==> src/rtl/inhibit_controller_if.sv <==
// ---------------------------------------------------------------------------
// inhibit_controller_if
// Bundles the control/result signals of one column's lateral-inhibition
// sequencer so the controller and its neighbours connect with one port.
//
//   start         sequencer in   one-cycle pulse that opens a gamma window
//   spikes_in     sequencer in   N active-low spike lines
//   inhibit       sequencer out  drives the downstream inhibitor
//   clear_lines   sequencer out  asks upstream to return the lines high
//   busy          sequencer out  window open (RUN or CLEAR)
//   done          sequencer out  one-cycle pulse at end of CLEAR
//   winner_valid  sequencer out  a winner was captured this/last window
//   winner_idx    sequencer out  index of the first line to fire
//   winner_time   sequencer out  arrival time of that line
//   spike_count   sequencer out  distinct lines fired this/last window
//
// The slave modport belongs to the controller; the master modport belongs
// to whoever drives start/spikes_in and consumes the results.
// ---------------------------------------------------------------------------
interface inhibit_controller_if #(
    parameter int N   = 16,
    parameter int T_W = 6
);
    localparam int IDX_W = (N > 1) ? $clog2(N) : 1;
    localparam int CNT_W = $clog2(N + 1);

    logic             start;
    logic [N-1:0]     spikes_in;
    logic             inhibit;
    logic             clear_lines;
    logic             busy;
    logic             done;
    logic             winner_valid;
    logic [IDX_W-1:0] winner_idx;
    logic [T_W-1:0]   winner_time;
    logic [CNT_W-1:0] spike_count;

    modport master (
        output start,
        output spikes_in,
        input  inhibit,
        input  clear_lines,
        input  busy,
        input  done,
        input  winner_valid,
        input  winner_idx,
        input  winner_time,
        input  spike_count
    );

    modport slave (
        input  start,
        input  spikes_in,
        output inhibit,
        output clear_lines,
        output busy,
        output done,
        output winner_valid,
        output winner_idx,
        output winner_time,
        output spike_count
    );
endinterface

==> src/rtl/inhibit_controller.sv <==
// ---------------------------------------------------------------------------
// inhibit_controller
// Sequencer for one column's lateral-inhibition stage in the race-logic
// datapath. Opens a gamma window on start, timestamps active-low spike
// arrivals, raises inhibit once K distinct lines have fired, reports the
// earliest line and its arrival time, then holds the column in CLEAR until
// every line is back high.
//
// Ports
//   clk    in   system clock, rising edge
//   rst_n  in   asynchronous active-low reset
//   bus    slave modport of inhibit_controller_if (start, spikes_in in;
//          inhibit, clear_lines, busy, done, winner_*, spike_count out)
//
// State table
//   state   | meaning
//   --------+--------------------------------------------------------------
//   S_IDLE  | window closed, results of last window held, waiting for start
//   S_RUN   | sampling spikes, GAMMA_LEN samples at t = 0..GAMMA_LEN-1
//   S_CLEAR | inhibit forced high, waiting for all lines to return high
// ---------------------------------------------------------------------------
module inhibit_controller #(
    parameter int N         = 16,
    parameter int K         = 1,
    parameter int GAMMA_LEN = 40,
    parameter int T_W       = 6
) (
    input  logic                 clk,
    input  logic                 rst_n,
    inhibit_controller_if.slave  bus
);
    localparam int IDX_W = (N > 1) ? $clog2(N) : 1;
    localparam int CNT_W = $clog2(N + 1);

    localparam logic [1:0] S_IDLE  = 2'd0;
    localparam logic [1:0] S_RUN   = 2'd1;
    localparam logic [1:0] S_CLEAR = 2'd2;

    // The window timer counts down to a terminal count of zero; the arrival
    // time reported to the outside is recovered as T_LAST - remaining.
    localparam logic [T_W-1:0]   T_LAST = T_W'(GAMMA_LEN - 1);
    localparam logic [CNT_W-1:0] K_THR  = CNT_W'(K);

    logic [1:0]       state_q,   state_d;
    logic [T_W-1:0]   rem_q,     rem_d;
    logic [N-1:0]     seen_q,    seen_d;
    logic [CNT_W-1:0] count_q,   count_d;
    logic             wvalid_q,  wvalid_d;
    logic [IDX_W-1:0] widx_q,    widx_d;
    logic [T_W-1:0]   wtime_q,   wtime_d;
    logic             inhibit_q, inhibit_d;
    logic             clear_q,   clear_d;
    logic             busy_q,    busy_d;
    logic             done_q,    done_d;

    logic [N-1:0]     fresh;
    logic [CNT_W-1:0] fresh_cnt;
    logic [IDX_W-1:0] first_idx;
    logic [CNT_W-1:0] count_sum;
    logic [T_W-1:0]   t_now;

    // Lines that are low this sample and have not fired earlier in the
    // window. Scanning from the top down leaves the lowest set index in
    // first_idx, which gives the tie-break for simultaneous arrivals.
    always_comb begin
        fresh     = ~bus.spikes_in & ~seen_q;
        fresh_cnt = '0;
        first_idx = '0;
        for (int i = N - 1; i >= 0; i--) begin
            fresh_cnt = fresh_cnt + CNT_W'(fresh[i]);
            if (fresh[i]) begin
                first_idx = IDX_W'(i);
            end
        end
    end

    // seen_q is sticky, so the sum can never exceed N and needs no clamp.
    assign count_sum = count_q + fresh_cnt;
    assign t_now     = T_LAST - rem_q;

    always_comb begin
        state_d   = state_q;
        rem_d     = rem_q;
        seen_d    = seen_q;
        count_d   = count_q;
        wvalid_d  = wvalid_q;
        widx_d    = widx_q;
        wtime_d   = wtime_q;
        inhibit_d = inhibit_q;
        clear_d   = clear_q;
        busy_d    = busy_q;
        done_d    = 1'b0;

        case (state_q)
            S_IDLE: begin
                inhibit_d = 1'b0;
                clear_d   = 1'b0;
                busy_d    = 1'b0;
                if (bus.start) begin
                    state_d  = S_RUN;
                    rem_d    = T_LAST;
                    seen_d   = '0;
                    count_d  = '0;
                    wvalid_d = 1'b0;
                    widx_d   = '0;
                    wtime_d  = '0;
                    busy_d   = 1'b1;
                end
            end

            S_RUN: begin
                seen_d  = seen_q | fresh;
                count_d = count_sum;
                // Late spikes still count, but the first capture is final.
                if (!wvalid_q && (fresh != '0)) begin
                    wvalid_d = 1'b1;
                    widx_d   = first_idx;
                    wtime_d  = t_now;
                end
                if (count_sum >= K_THR) begin
                    inhibit_d = 1'b1;
                end
                if (rem_q == '0) begin
                    state_d   = S_CLEAR;
                    inhibit_d = 1'b1;
                    clear_d   = 1'b1;
                end else begin
                    rem_d = rem_q - T_W'(1);
                end
            end

            S_CLEAR: begin
                // No timeout: the column stays parked until upstream has
                // released every line.
                if (&bus.spikes_in) begin
                    state_d   = S_IDLE;
                    inhibit_d = 1'b0;
                    clear_d   = 1'b0;
                    busy_d    = 1'b0;
                    done_d    = 1'b1;
                end
            end

            default: begin
                state_d   = S_IDLE;
                inhibit_d = 1'b0;
                clear_d   = 1'b0;
                busy_d    = 1'b0;
            end
        endcase
    end

    always_ff @(posedge clk or negedge rst_n) begin
        if (!rst_n) begin
            state_q   <= S_IDLE;
            rem_q     <= '0;
            seen_q    <= '0;
            count_q   <= '0;
            wvalid_q  <= 1'b0;
            widx_q    <= '0;
            wtime_q   <= '0;
            inhibit_q <= 1'b0;
            clear_q   <= 1'b0;
            busy_q    <= 1'b0;
            done_q    <= 1'b0;
        end else begin
            state_q   <= state_d;
            rem_q     <= rem_d;
            seen_q    <= seen_d;
            count_q   <= count_d;
            wvalid_q  <= wvalid_d;
            widx_q    <= widx_d;
            wtime_q   <= wtime_d;
            inhibit_q <= inhibit_d;
            clear_q   <= clear_d;
            busy_q    <= busy_d;
            done_q    <= done_d;
        end
    end

    assign bus.inhibit      = inhibit_q;
    assign bus.clear_lines  = clear_q;
    assign bus.busy         = busy_q;
    assign bus.done         = done_q;
    assign bus.winner_valid = wvalid_q;
    assign bus.winner_idx   = widx_q;
    assign bus.winner_time  = wtime_q;
    assign bus.spike_count  = count_q;
endmodule

==> src/flat_wrapper.sv <==
// flat-port wrapper written by rule: the top's interface ports become plain ports
module inhibit_controller_flat 
#(
    parameter int N         = 16,
    parameter int K         = 1,
    parameter int GAMMA_LEN = 40,
    parameter int T_W       = 6
)
  (clk, rst_n, bus_start, bus_spikes_in, bus_inhibit, bus_clear_lines, bus_busy, bus_done, bus_winner_valid, bus_winner_idx, bus_winner_time, bus_spike_count);
  inhibit_controller_if #(.N(N), .T_W(T_W)) bus_i ();
  input  logic clk;
  input  logic rst_n;
  input wire logic [$bits(bus_i.start)-1:0] bus_start;
  input wire logic [$bits(bus_i.spikes_in)-1:0] bus_spikes_in;
  output wire logic [$bits(bus_i.inhibit)-1:0] bus_inhibit;
  output wire logic [$bits(bus_i.clear_lines)-1:0] bus_clear_lines;
  output wire logic [$bits(bus_i.busy)-1:0] bus_busy;
  output wire logic [$bits(bus_i.done)-1:0] bus_done;
  output wire logic [$bits(bus_i.winner_valid)-1:0] bus_winner_valid;
  output wire logic [$bits(bus_i.winner_idx)-1:0] bus_winner_idx;
  output wire logic [$bits(bus_i.winner_time)-1:0] bus_winner_time;
  output wire logic [$bits(bus_i.spike_count)-1:0] bus_spike_count;
  assign bus_i.start = bus_start;
  assign bus_i.spikes_in = bus_spikes_in;
  assign bus_inhibit = bus_i.inhibit;
  assign bus_clear_lines = bus_i.clear_lines;
  assign bus_busy = bus_i.busy;
  assign bus_done = bus_i.done;
  assign bus_winner_valid = bus_i.winner_valid;
  assign bus_winner_idx = bus_i.winner_idx;
  assign bus_winner_time = bus_i.winner_time;
  assign bus_spike_count = bus_i.spike_count;
  inhibit_controller #(.N(N), .K(K), .GAMMA_LEN(GAMMA_LEN), .T_W(T_W)) u_core (.clk(clk), .rst_n(rst_n), .bus(bus_i));
endmodule
==> config.mk <==
export PLATFORM = sky130hd
export DESIGN_NAME = inhibit_controller_flat
export DESIGN_NICKNAME = d
export VERILOG_FILES = /design/src/rtl/inhibit_controller_if.sv /design/src/rtl/inhibit_controller.sv /design/src/flat_wrapper.sv
export SDC_FILE = /design/constraint.sdc
export NUM_CORES = 1
export LEC_CHECK = 0
export ABC_AREA = 1
export ABC_CLOCK_PERIOD_IN_PS = 5400
export CORE_MARGIN = 4
export CORE_UTILIZATION = 30
export DETAILED_ROUTE_END_ITERATION = 8
export PLACE_DENSITY = 0.49
export SKIP_CTS_REPAIR_TIMING = 1
export SYNTH_ARGS = -nofsm -noshare
export SYNTH_HDL_FRONTEND = slang
export SYNTH_SLANG_ARGS = --single-unit
==> constraint.sdc <==
create_clock -name clk -period 5.4 [get_ports clk]
set_clock_uncertainty 0.2 [all_clocks]
set_input_delay 0.54 -clock clk [delete_from_list [all_inputs] [get_ports clk]]
set_output_delay 0.54 -clock clk [all_outputs]
set_load 0.005 [all_outputs]
Yosys cells after proc, flatten, opt, wreduce, memory -nomap -nowiden
Cells that the tools add are included.

Latch bits: 0. Input bits: 19. Memories kept: 0. Logic and storage cells: 103. Bits in writable memories: 0. Memory bits (read-only): 0. Bits in registers: 44.

Reductions and logical operators: 14. Bitwise logic cells: 5. Equality and inequality tests: 8. $mul: 0. Shift-type cells: 0. Magnitude comparators: 1. $add $sub $neg: 18. Muxes and demuxes: 46. Divide/modulo/power cells: 0.

Operators with widths (number): $mux W4 (18); $add A5 B1 Y5 (14); $not A16 Y16 (2); $pmux W16 S2 (1); $mux W6 (4); $pmux W6 S2 (2); $and A16 B16 Y16 (1); $mux W16 (1); $or A16 B16 Y16 (1); $reduce_and A16 Y1 (1); $reduce_bool A16 Y1 (1); $pmux W5 S2 (1); $mux W1 (9); $reduce_and A3 Y1 (3); $pmux W4 S2 (1); $reduce_and A2 Y1 (4); $logic_not A6 Y1 (1); $mux W2 (3); $ne A2 B1 Y1 const B (3); $pmux W1 S2 (3); $pmux W2 S3 (1); $sub A6 B1 Y6 const B (1); $sub A6 B6 Y6 const A (1); $add A5 B5 Y5 (1); 13 further kinds (14).

Depth between registers and ports, before layout
Gate-level depths: netlist of the first run.

Depth in word-level cells: 22. Depth in mapped cells: 19.

Least setup slack after synthesis of the first run
Ideal clock, no wire load.

Path type: input-to-reg. From: in bus_spikes_in[15]. To: reg u_core.inhibit_q, in the netlist u_core.bus.inhibit. Data required time: 5.074 ns. Library setup time: 0.126 ns. Path buffers: 0. Setup slack: 0.990 ns. Cell stages on the path: 16. Data arrival time: 4.084 ns. Path through: nor2_1 > ha_1 > inv_1 > fa_1 > fa_1 > fa_1 > fa_1 > inv_1 > ha_1 > inv_1 > fa_1 > o21ai_0 > a21oi_1 > xor2_1 > o21ai_0 > a21oi_1.

Longest elaborated chain between the ends: 21. Elaborated cells between the ends (all ways): 23.

Ends and longest elaborated chain: start, declared (RTL line flat_wrapper.sv:14) `input wire logic [$bits(bus_i.spikes_in)-1:0] bus_spikes_in;`; $not A16 Y16 (RTL line inhibit_controller.sv:66) `fresh = ~bus.spikes_in & ~seen_q;`; $and A16 B16 Y16 (RTL line inhibit_controller.sv:66); $add A1 B1 Y2 (RTL line inhibit_controller.sv:70) `fresh_cnt = fresh_cnt + CNT_W'(fresh[i]);`; $add A5 B1 Y5 (14 in a row) (RTL line inhibit_controller.sv:70); $add A5 B5 Y5 (RTL line inhibit_controller.sv:78) `assign count_sum = count_q + fresh_cnt;`; $ge A5 B1 Y1 (RTL line inhibit_controller.sv:120) `if (count_sum >= K_THR) begin`; $ne A3 B1 Y1 (no source line); $reduce_and A2 Y1 (no source line) (*); end signal, assigned (RTL line inhibit_controller.sv:174) `inhibit_q <= inhibit_d;`; end, declared (RTL line inhibit_controller.sv:51) `logic inhibit_q, inhibit_d;`.

Every way passes the cells marked *; elsewhere a longest branch is shown, timed or not. A chain may end at the register's enable or synchronous reset.

Final worst setup path of the first run
Ends and elaborated chain as after synthesis.

==> metrics.md, run 1 <==
| Metric | Value |
|---|---|
| Top-count cell post-synth | inv_1 |
| Nets@finish | 414 |
| Placed insts | 467 |
| Post-synth top cells | 68 x inv_1, 44 x dfrtp_1, 39 x nand2_1, 38 x nor2_1, 25 x a21oi_1 |
| Synthesized cell area | 2780 um^2 |
| P_int | 1.25 mW |
| Post-Syn Instances | 327 |
| Core ar. | 8850 um^2 |
| Max Cap Viol | 0 |
| Data required, critical path | 5400 ps |
| Vias in the first global route | 2153 |
| Die area | 10900 um^2 |
| H-Tree Level Count | 2 |
| Layout filler cell count | 950 |
| Area growth, synth to finish | 20.7% |
| Switch Pwr | 1.04 mW |
| CP Data Arrival Time | 4730 ps |
| Global-route wire length before repair | 10200 um |
| CTS tree | yes |
| CP Cell Sequence | clkdlybuf4s50_1 > nor2_1 > ha_1 > inv_1 > fa_1 > fa_1 > fa_1 > fa_1 > inv_1 > ha_1 > inv_1 > fa_1 > o21ai_0 > a21oi_1 > xor2_1 > o21ai_0 > a21oi_1 |
| Maximum vdd drop | 0.000236 V |
| Multi-input gate area | 1340 um^2 |
| Die Width | 104 um |
| Initial antenna violation count | 0 |
| Final setup viols | 0 |
| Max Root-Sink Buffers | 2 |
| GRT Util Overall | 11.5% |
| Ranking of synthesized cells by area | dfrtp_1 40%, inv_1 9.2%, ha_1 8.1%, fa_1 7.9%, nand2_1 5.3% |
| Max-slew violations | 0 |
| Clock root buffer | clkbuf_8 |
| WS Path Type | in2reg |
| Outcome | finished, final reports clean |
| DRC | 0 |
| Register area | 1100 um^2 |
| Die H | 104 um |
| Worst hold margin | 191 ps |
| Asr flop ratio synth | 100% |
| Register area share after synthesis | 39.7% |
| Initial drt markers | 49 |
| WP buf/inv | 4 |
| Critical path's largest stage delay | 530 ps |
| Relative slew slack | 33.3% |
| PD cells | 685 nW/um^2 |
| Crit-path slowest cell | fa_1 |
| CP max FO | 3 |
| Final ANT Viol Nets | 0 |
| Fin cells | 475 |
| Starting Density | 31.4% |
| DP Wirelength | 4680 um |
| Pin count of the biggest net entering global routing | 45 |
| Yosys top cell area share | 39.7% |
| Hold Crit Class | in2async |
| Input/output buffers | 38 |
| Setup WS post-layout | 666 ps |
| Reg power frac | 25.1% |
| Clock share of power | 11.7% |
| Flops & latches, synth | 44 |
| CP dominant cell by count | fa_1 |
| Power, Total | 2.29 mW |
| Share of cells above drive strength 1 | 8.72% |
| Row cnt | 34 |
| Diode count | 0 |
| 1st-pass router iterations | 4 |
| Endpoints failing hold | 0 |
| Gr ovfl total | 0 |
| Boundary pin count | 39 |
| Pre-CTS setup slack | 305 ps |
| Logic pwr share | 63.2% |
| Transition time of the tightest slew-check pin | 1000 ps |
| Post-synth top area cell | dfrtp_1 |
| Clock transition at path regs | 90 ps |
| Worst skew pair latency | 310 ps |
| Via density per instance | 4.45 |
| Tcrit/Tclk final | 87.7% |
| RSZ-0062 raised after global routing | false |
| Distinct cell type count after synthesis | 33 |
| Leak | 1.65 nW |
| Clock sink count | 44 |
| Vias | 2115 |
| Setup_tns | 0 ps |
| Net Count, Synth | 375 |
| Top_reg_cell synth | dfrtp_1 |
| Worst setup EP type | flop |
| Fmax | 211 MHz |
| Min cycle time layout | 4730 ps |
| Worst Setup Start Kind | input pin |
| YS warnings | 0 |
| WL/cell | 12.6 um |
| GP Congestion | 0.817 |
| Avg Inst Size Synth | 8.49 um^2 |
| Sw Ratio | 45.3% |
| Post-synth EDFFs | 0 |
| Num CTS Buffers | 5 |
| Detailed Route WL | 6010 um |
| Delay-heaviest family, CP | adder cells |
==> per-layer routing <==
metal,vias to the layer above,part of all wire (%),GRT usage (%)
li1,1088,-,-
met1,984,49,15.3
met2,37,46,19.0
met3,6,3.8,2.30
met4,0,1.0,3.42
met5,-,0,0
==> final cells by class <==
type	instances	share of cell area (%)
multi-input combinational	202	39.9
timing repair buffer	38	11.2
clock buffer	5	2.05
sequential	44	32.9
inverter	75	8.55
tap	108	4.03
clock inverter	3	1.38
==> sequential cells by signal (all words and copies together) (netlist names) <==
| register | cells |
|---|---|
| u_core.state_q | 2 |
| u_core.bus.spike_count | 5 |
| u_core.bus.busy | 1 |
| u_core.bus.inhibit | 1 |
| u_core.bus.winner_time | 6 |
| u_core.rem_q | 6 |
| u_core.bus.clear_lines | 1 |
| u_core.bus.winner_idx | 4 |
| u_core.bus.done | 1 |
| u_core.bus.winner_valid | 1 |
| u_core.seen_q | 16 |
==> worst reg2reg max path, cell delays in order (launching register included) <==
cell	delay [ps]
dfrtp_1	390
nor2_1	200
ha_1	270
inv_1	70
fa_1	430
fa_1	490
fa_1	530
fa_1	400
inv_1	60
ha_1	150
inv_1	50
fa_1	390
o21ai_0	180
a21oi_1	100
xor2_1	170
o21ai_0	170
a21oi_1	80
==> cell families after synthesis <==
logic type                 count (synthesis)  synth area share, %
and+or+nand+nor                          118                 20.6
buffers and inverters                     81                 12.2
AOI/OAI and AO/OA                         49                 9.56
DFF                                       44                 39.7
adders and majority gates                 29                 16.1
xor gates and xnor gates                   6                 1.89
==> through the flow <==
| step | utilization [%] | cell area [um^2] |
|---|---|---|
| 2_1_floorplan | - | 2780 |
| 3_3_place_gp | 36.6 | 3230 |
| 3_5_place_dp | 36.6 | 3230 |
| 4_1_cts | 37.9 | 3350 |
| 5_1_grt | 37.9 | 3350 |
| 6_report | 37.9 | 3350 |
==> power groups by stage <==
stage	Clock [mW]	Sequential [mW]	Combinational [mW]
floorplan	0	0.573	1.08
global placement	0	0.582	1.47
detailed placement	0	0.585	1.48
CTS	0.279	0.578	1.49
global route	0.291	0.598	1.68
finish	0.268	0.575	1.45
==> final timing paths <==
| check | depth (start not counted) | startpoint | slack, ps | to |
|---|---|---|---|---|
| worst max-delay path | 17 | bus_spikes_in[15] | 670 | u_core.bus.inhibit |
| worst min-delay path | 1 | rst_n | 190 | u_core.seen_q[10] |
| worst max register to register | 16 | u_core.seen_q[15] | 960 | u_core.bus.inhibit |
| worst min register to register | 1 | u_core.rem_q[0] | 250 | u_core.bus.winner_time[0] |
| max in group asynchronous | 1 | rst_n | 4190 | u_core.bus.spike_count[2] |
| min in group clk | 1 | u_core.rem_q[0] | 250 | u_core.bus.winner_time[0] |
==> placed cells by master (no fill, tap or decap), drive strengths merged, types with 2 or more instances in the layout <==
master	synthesis	layout
inv	75	76
nor2	46	46
dfrtp	44	44
nand2	43	43
clkdlybuf4s50	0	37
a21oi	26	26
nand3	19	19
ha	18	18
o21ai	18	18
fa	11	11
nand4	5	5
clkbuf	0	5
xnor2	3	3
xor2	3	3
nor3	2	2
o31ai	2	2
No activity file was read; power rests on OpenSTA's default activity.
==> run 2: changes to the inputs <==
CORE_UTILIZATION = 40   (was 30)
PLACE_DENSITY = 0.62   (was 0.49)
==> run 2 against run 1 <==
Effect of this change: total power grew 1.7%; combinational power is essentially flat; routed wire length shrank 3.3%; global-route usage grew 3.6 points; clock power grew 3%; sequential power is essentially flat; design area shrank 0.86%; sequential share of layout area grew 0.28 points; via count is essentially flat; count of clock-buffer cells in the layout grew 1; critical path depth is the same; maximum frequency shrank 0.29%; critical endpoint unchanged.
==> metrics.md, run 2 (synthesis results as in run 1) <==
| Metric | Value |
|---|---|
| Outcome | finished, final reports clean |
| Row cnt | 30 |
| Clock root buffer | clkbuf_8 |
| Pin count of the biggest net entering global routing | 45 |
| Worst hold margin | 193 ps |
| Max-slew violations | 0 |
| Maximum vdd drop | 0.000259 V |
| Clock transition at path regs | 90 ps |
| Via density per instance | 4.73 |
| Endpoints failing hold | 0 |
| Initial antenna violation count | 0 |
| GRT Util Overall | 15.1% |
| GP Congestion | 0.877 |
| Max Root-Sink Buffers | 2 |
| DRC | 0 |
| Fmax | 211 MHz |
| Diode count | 0 |
| Reg power frac | 24.7% |
| P_int | 1.27 mW |
| Num CTS Buffers | 5 |
| Logic pwr share | 63.4% |
| Starting Density | 41.1% |
| Setup_tns | 0 ps |
| 1st-pass router iterations | 4 |
| Switch Pwr | 1.06 mW |
| Fin cells | 447 |
| Share of cells above drive strength 1 | 8.72% |
| Initial drt markers | 34 |
| DP Wirelength | 4410 um |
| Die Width | 91.3 um |
| Min cycle time layout | 4750 ps |
| H-Tree Level Count | 2 |
| Detailed Route WL | 5810 um |
| Most frequent cells in the layout | 68 x inv_1, 44 x dfrtp_1, 39 x nand2_1 |
| Boundary pin count | 39 |
| Final setup viols | 0 |
| Worst skew pair latency | 310 ps |
| Reg with most FFs | u_core.seen_q |
| Gr ovfl total | 0 |
| Max Cap Viol | 0 |
| Core ar. | 6760 um^2 |
| CTS tree | yes |
| Hold Crit Class | in2async |
| Relative slew slack | 33.5% |
| Placed insts | 439 |
| Clock sink count | 44 |
| Tcrit/Tclk final | 87.9% |
| Vias | 2116 |
| CP max FO | 3 |
| PD cells | 702 nW/um^2 |
| Leak | 1.66 nW |
| Pre-CTS setup slack | 336 ps |
| Die area | 8330 um^2 |
| WS Path Type | in2reg |
| Sw Ratio | 45.4% |
| Data required, critical path | 5400 ps |
| Vias in the first global route | 2186 |
| Area growth, synth to finish | 19.7% |
| Nets@finish | 414 |
| Clock share of power | 11.8% |
| Number of flip-flops in the largest register | 16 |
| RSZ-0062 raised after global routing | false |
| Commonest non-fill, non-tap cell in the layout | inv_1 |
| Global-route wire length before repair | 9980 um |
| Transition time of the tightest slew-check pin | 997 ps |
| WL/cell | 13.0 um |
| Worst setup EP type | flop |
| Worst Setup Start Kind | input pin |
| Setup WS post-layout | 652 ps |
| Input/output buffers | 38 |
| CP Data Arrival Time | 4740 ps |
| Final ANT Viol Nets | 0 |
| Die H | 91.3 um |
-- run 2: changes by cell type in the layout (fill, tap and decap cells not counted), sizes merged --
cell      previous run  this run
clkbuf               5         6
clkinv               0         1
clkinvlp             1         0
inv                 76        75
-- run 2: path summary, 6_finish.rpt --
path                                   startpoint                        end  slack (ps)  depth (start not counted)
worst max-delay path            bus_spikes_in[15]         u_core.bus.inhibit         650                         17
worst min-delay path                        rst_n  u_core.bus.winner_time[0]         190                          1
worst max register to register  u_core.seen_q[15]         u_core.bus.inhibit         940                         16
worst min register to register    u_core.rem_q[0]  u_core.bus.winner_time[0]         250                          1
max in group asynchronous                   rst_n  u_core.bus.spike_count[1]        4190                          1
min in group clk                  u_core.rem_q[0]  u_core.bus.winner_time[0]         250                          1
-- run 2: routing by layer --
metal	global-route usage, %	wire length [um]	vias up
met4	4.77	84	0
met3	2.90	196	8
met5	0	0	-
met2	25.8	2770	35
met1	19.4	2760	982
li1	-	-	1091
-- run 2: final cells by class --
class,count,area (um^2)
clock buffers,6,82.6
clock inverters,2,38.8
fillers,687,3440
inverters,75,287
multi-input cells,202,1340
flip-flops and latches,44,1100
well taps,80,100
repair buffers,38,375
-- run 2: stage by stage --
| step | utilization [%] | area (um^2) | power (mW) |
|---|---|---|---|
| 2_1_floorplan | - | 2780 | 1.66 |
| 3_3_place_gp | 47.4 | 3200 | 2.03 |
| 3_5_place_dp | 47.4 | 3200 | 2.07 |
| 4_1_cts | 49.1 | 3320 | 2.37 |
| 5_1_grt | 49.1 | 3320 | 2.58 |
| 6_report | 49.1 | 3320 | 2.33 |
-- run 2: critical path, cell delays in order --
cell,delay (ps)
clkdlybuf4s50_1,440
nor2_1,200
ha_1,270
inv_1,70
fa_1,430
fa_1,490
fa_1,530
fa_1,400
inv_1,60
ha_1,150
inv_1,50
fa_1,400
o21ai_0,170
a21oi_1,100
xor2_1,170
o21ai_0,170
a21oi_1,80
-- run 2: power groups by stage --
stage / clock (mW) / combinational (mW) / sequential [mW]
6_report: 0.276 / 1.48 / 0.577
2_1_floorplan: 0 / 1.08 / 0.573
3_5_place_dp: 0 / 1.49 / 0.584
3_3_place_gp: 0 / 1.45 / 0.579
4_1_cts: 0.283 / 1.51 / 0.578
5_1_grt: 0.295 / 1.69 / 0.595
==> run 3: changes to the inputs <==
CORE_MARGIN = unset   (was 4)
GPL_TIMING_DRIVEN = 0   (was unset)
==> run 3 against run 2 <==
Effect of this change: hold slack improved by 57 ps; sequential share of layout area decreased by 0.76 points; maximum frequency decreased by 2.8%; largest power group unchanged; combinational power about the same; first-iteration DRC count increased by 91%; via count increased by 0.76%; sequential power about the same.
==> metrics.md, run 3 (synthesis results as in run 1) <==
| Metric | Value |
|---|---|
| Outcome | finished, final reports clean |
| DRC | 0 |
| Clock root buffer | clkbuf_8 |
| Commonest non-fill, non-tap cell in the layout | inv_1 |
| Pin count of the biggest net entering global routing | 32 |
| H-Tree Level Count | 2 |
| Initial antenna violation count | 0 |
| Num CTS Buffers | 5 |
| Data required, critical path | 5380 ps |
| Boundary pin count | 39 |
| Max-slew violations | 0 |
| CP max FO | 3 |
| Clock transition at path regs | 90 ps |
| CP Data Arrival Time | 4870 ps |
| CP Cell Sequence | clkdlybuf4s50_1 > nor2_1 > ha_1 > inv_1 > fa_1 > fa_1 > fa_1 > fa_1 > inv_1 > ha_1 > inv_1 > fa_1 > o21ai_0 > a21oi_1 > xor2_1 > o21ai_0 > a21oi_1 |
| Gr ovfl total | 0 |
| Max Root-Sink Buffers | 2 |
| PD cells | 682 nW/um^2 |
| Worst Setup Start Kind | input pin |
| Vias in the first global route | 2086 |
| Tcrit/Tclk final | 90.4% |
| Setup_tns | 0 ps |
| Starting Density | 42.5% |
| CP dominant cell by count | fa_1 |
| Reg with most FFs | u_core.seen_q |
| Core ar. | 6530 um^2 |
| Die area | 7280 um^2 |
| DP Wirelength | 4560 um |
| Input/output buffers | 38 |
| Endpoints failing hold | 0 |
| CTS tree | yes |
| Final core utilization | 52.0% |
| Hold Crit Class | reg2reg |
| Area growth, synth to finish | 22.5% |
| Die H | 85.3 um |
| Detailed Route WL | 5820 um |
| Transition time of the tightest slew-check pin | 531 ps |
| Share of cells above drive strength 1 | 10.4% |
| Leak | 1.70 nW |
| Initial drt markers | 65 |
| Hold Path Cell Cnt | 1 |
| Final setup viols | 0 |
| GP Congestion | 0.849 |
| Worst skew pair latency | 300 ps |
| Vias | 2132 |
| Worst setup EP type | flop |
| Die Width | 85.3 um |
| Maximum vdd drop | 0.000251 V |
| Row cnt | 29 |
| Setup WS post-layout | 516 ps |
| Final Instance Area | 3400 um^2 |
| Dpl cell area | 3270 um^2 |
| Pre-CTS setup slack | 187 ps |
| Worst R2R Path Depth | 16 |
| Relative slew slack | 64.3% |
| Fmax | 205 MHz |
| WL/cell | 12.9 um |
| 1st-pass router iterations | 4 |
| Via density per instance | 4.72 |
| Max Cap Viol | 0 |
| Diode count | 0 |
| Most frequent cells in the layout | 68 x inv_1, 44 x dfrtp_1, 39 x nand2_1 |
| Number of flip-flops in the largest register | 16 |
| Nets@finish | 422 |
| Critical path's largest stage delay | 530 ps |
| WS Path Type | in2reg |
| Global-route wire length before repair | 9990 um |
| GRT Util Overall | 17.6% |
| RSZ-0062 raised after global routing | false |
| Min cycle time layout | 4880 ps |
| Clock sink count | 44 |
| Final ANT Viol Nets | 0 |
| Crit-path slowest cell | fa_1 |
| Power, Total | 2.32 mW |
==> run 3: cell count changes in the layout (fill, tap and decap cells not counted) <==
cell,change
buf_12,+1
buf_4,+1
dlygate4sd3_1,+1
buf_2,+2
buf_6,+3
==> run 3: per-stage QoR <==
stage / cells / hold slack [ps]
2_1_floorplan: 327 / 44.4
3_3_place_gp: 442 / 239
3_5_place_dp: 443 / 240
4_1_cts: 451 / -64.5
5_1_grt: 452 / 289
6_report: 452 / 250
==> run 3: path summary, 6_finish.rpt <==
| kind | slack, ps | end | startpoint |
|---|---|---|---|
| setup / recovery | 520 | u_core.bus.inhibit | bus_spikes_in[15] |
| hold / removal | 250 | u_core.bus.winner_time[0] | u_core.rem_q[0] |
| setup reg to reg | 800 | u_core.bus.inhibit | u_core.seen_q[15] |
| hold reg to reg | 250 | u_core.bus.winner_time[0] | u_core.rem_q[0] |
| max in group asynchronous | 4040 | u_core.bus.winner_idx[0] | rst_n |
| min in group asynchronous | 480 | u_core.seen_q[11] | rst_n |
==> run 3: area by class of cell <==
class / instances / area, um^2
inverter: 75 / 287
timing repair buffer: 40 / 405
multi-input combinational: 202 / 1340
clock inverter: 2 / 38.8
sequential: 44 / 1100
fill: 627 / 3130
clock buffer: 6 / 82.6
buffer: 6 / 51.3
tap: 77 / 96.3
==> run 3: power breakdown <==
part / leakage (nW) / internal (mW) / switching, mW
logic: 1.13 / 0.649 / 0.819
clock network: 0.0614 / 0.152 / 0.123
registers: 0.510 / 0.486 / 0.0899
total: 1.70 / 1.29 / 1.03
==> run 3: layer usage <==
layer / wire, um / global-route usage [%]
met5: 0 / 0
met4: 101 / 6.06
met3: 179 / 3.79
met2: 2660 / 27.8
met1: 2870 / 24.1
==> run 3: critical path: cells and delay by family <==
kind	cells	cell delay, ps
AO/OA/AOI/OAI	4	570
XOR/XNOR	1	180
adder cells (fa/ha/maj)	7	2690
buffers and inverters	4	630
AND/OR/NAND/NOR	1	250
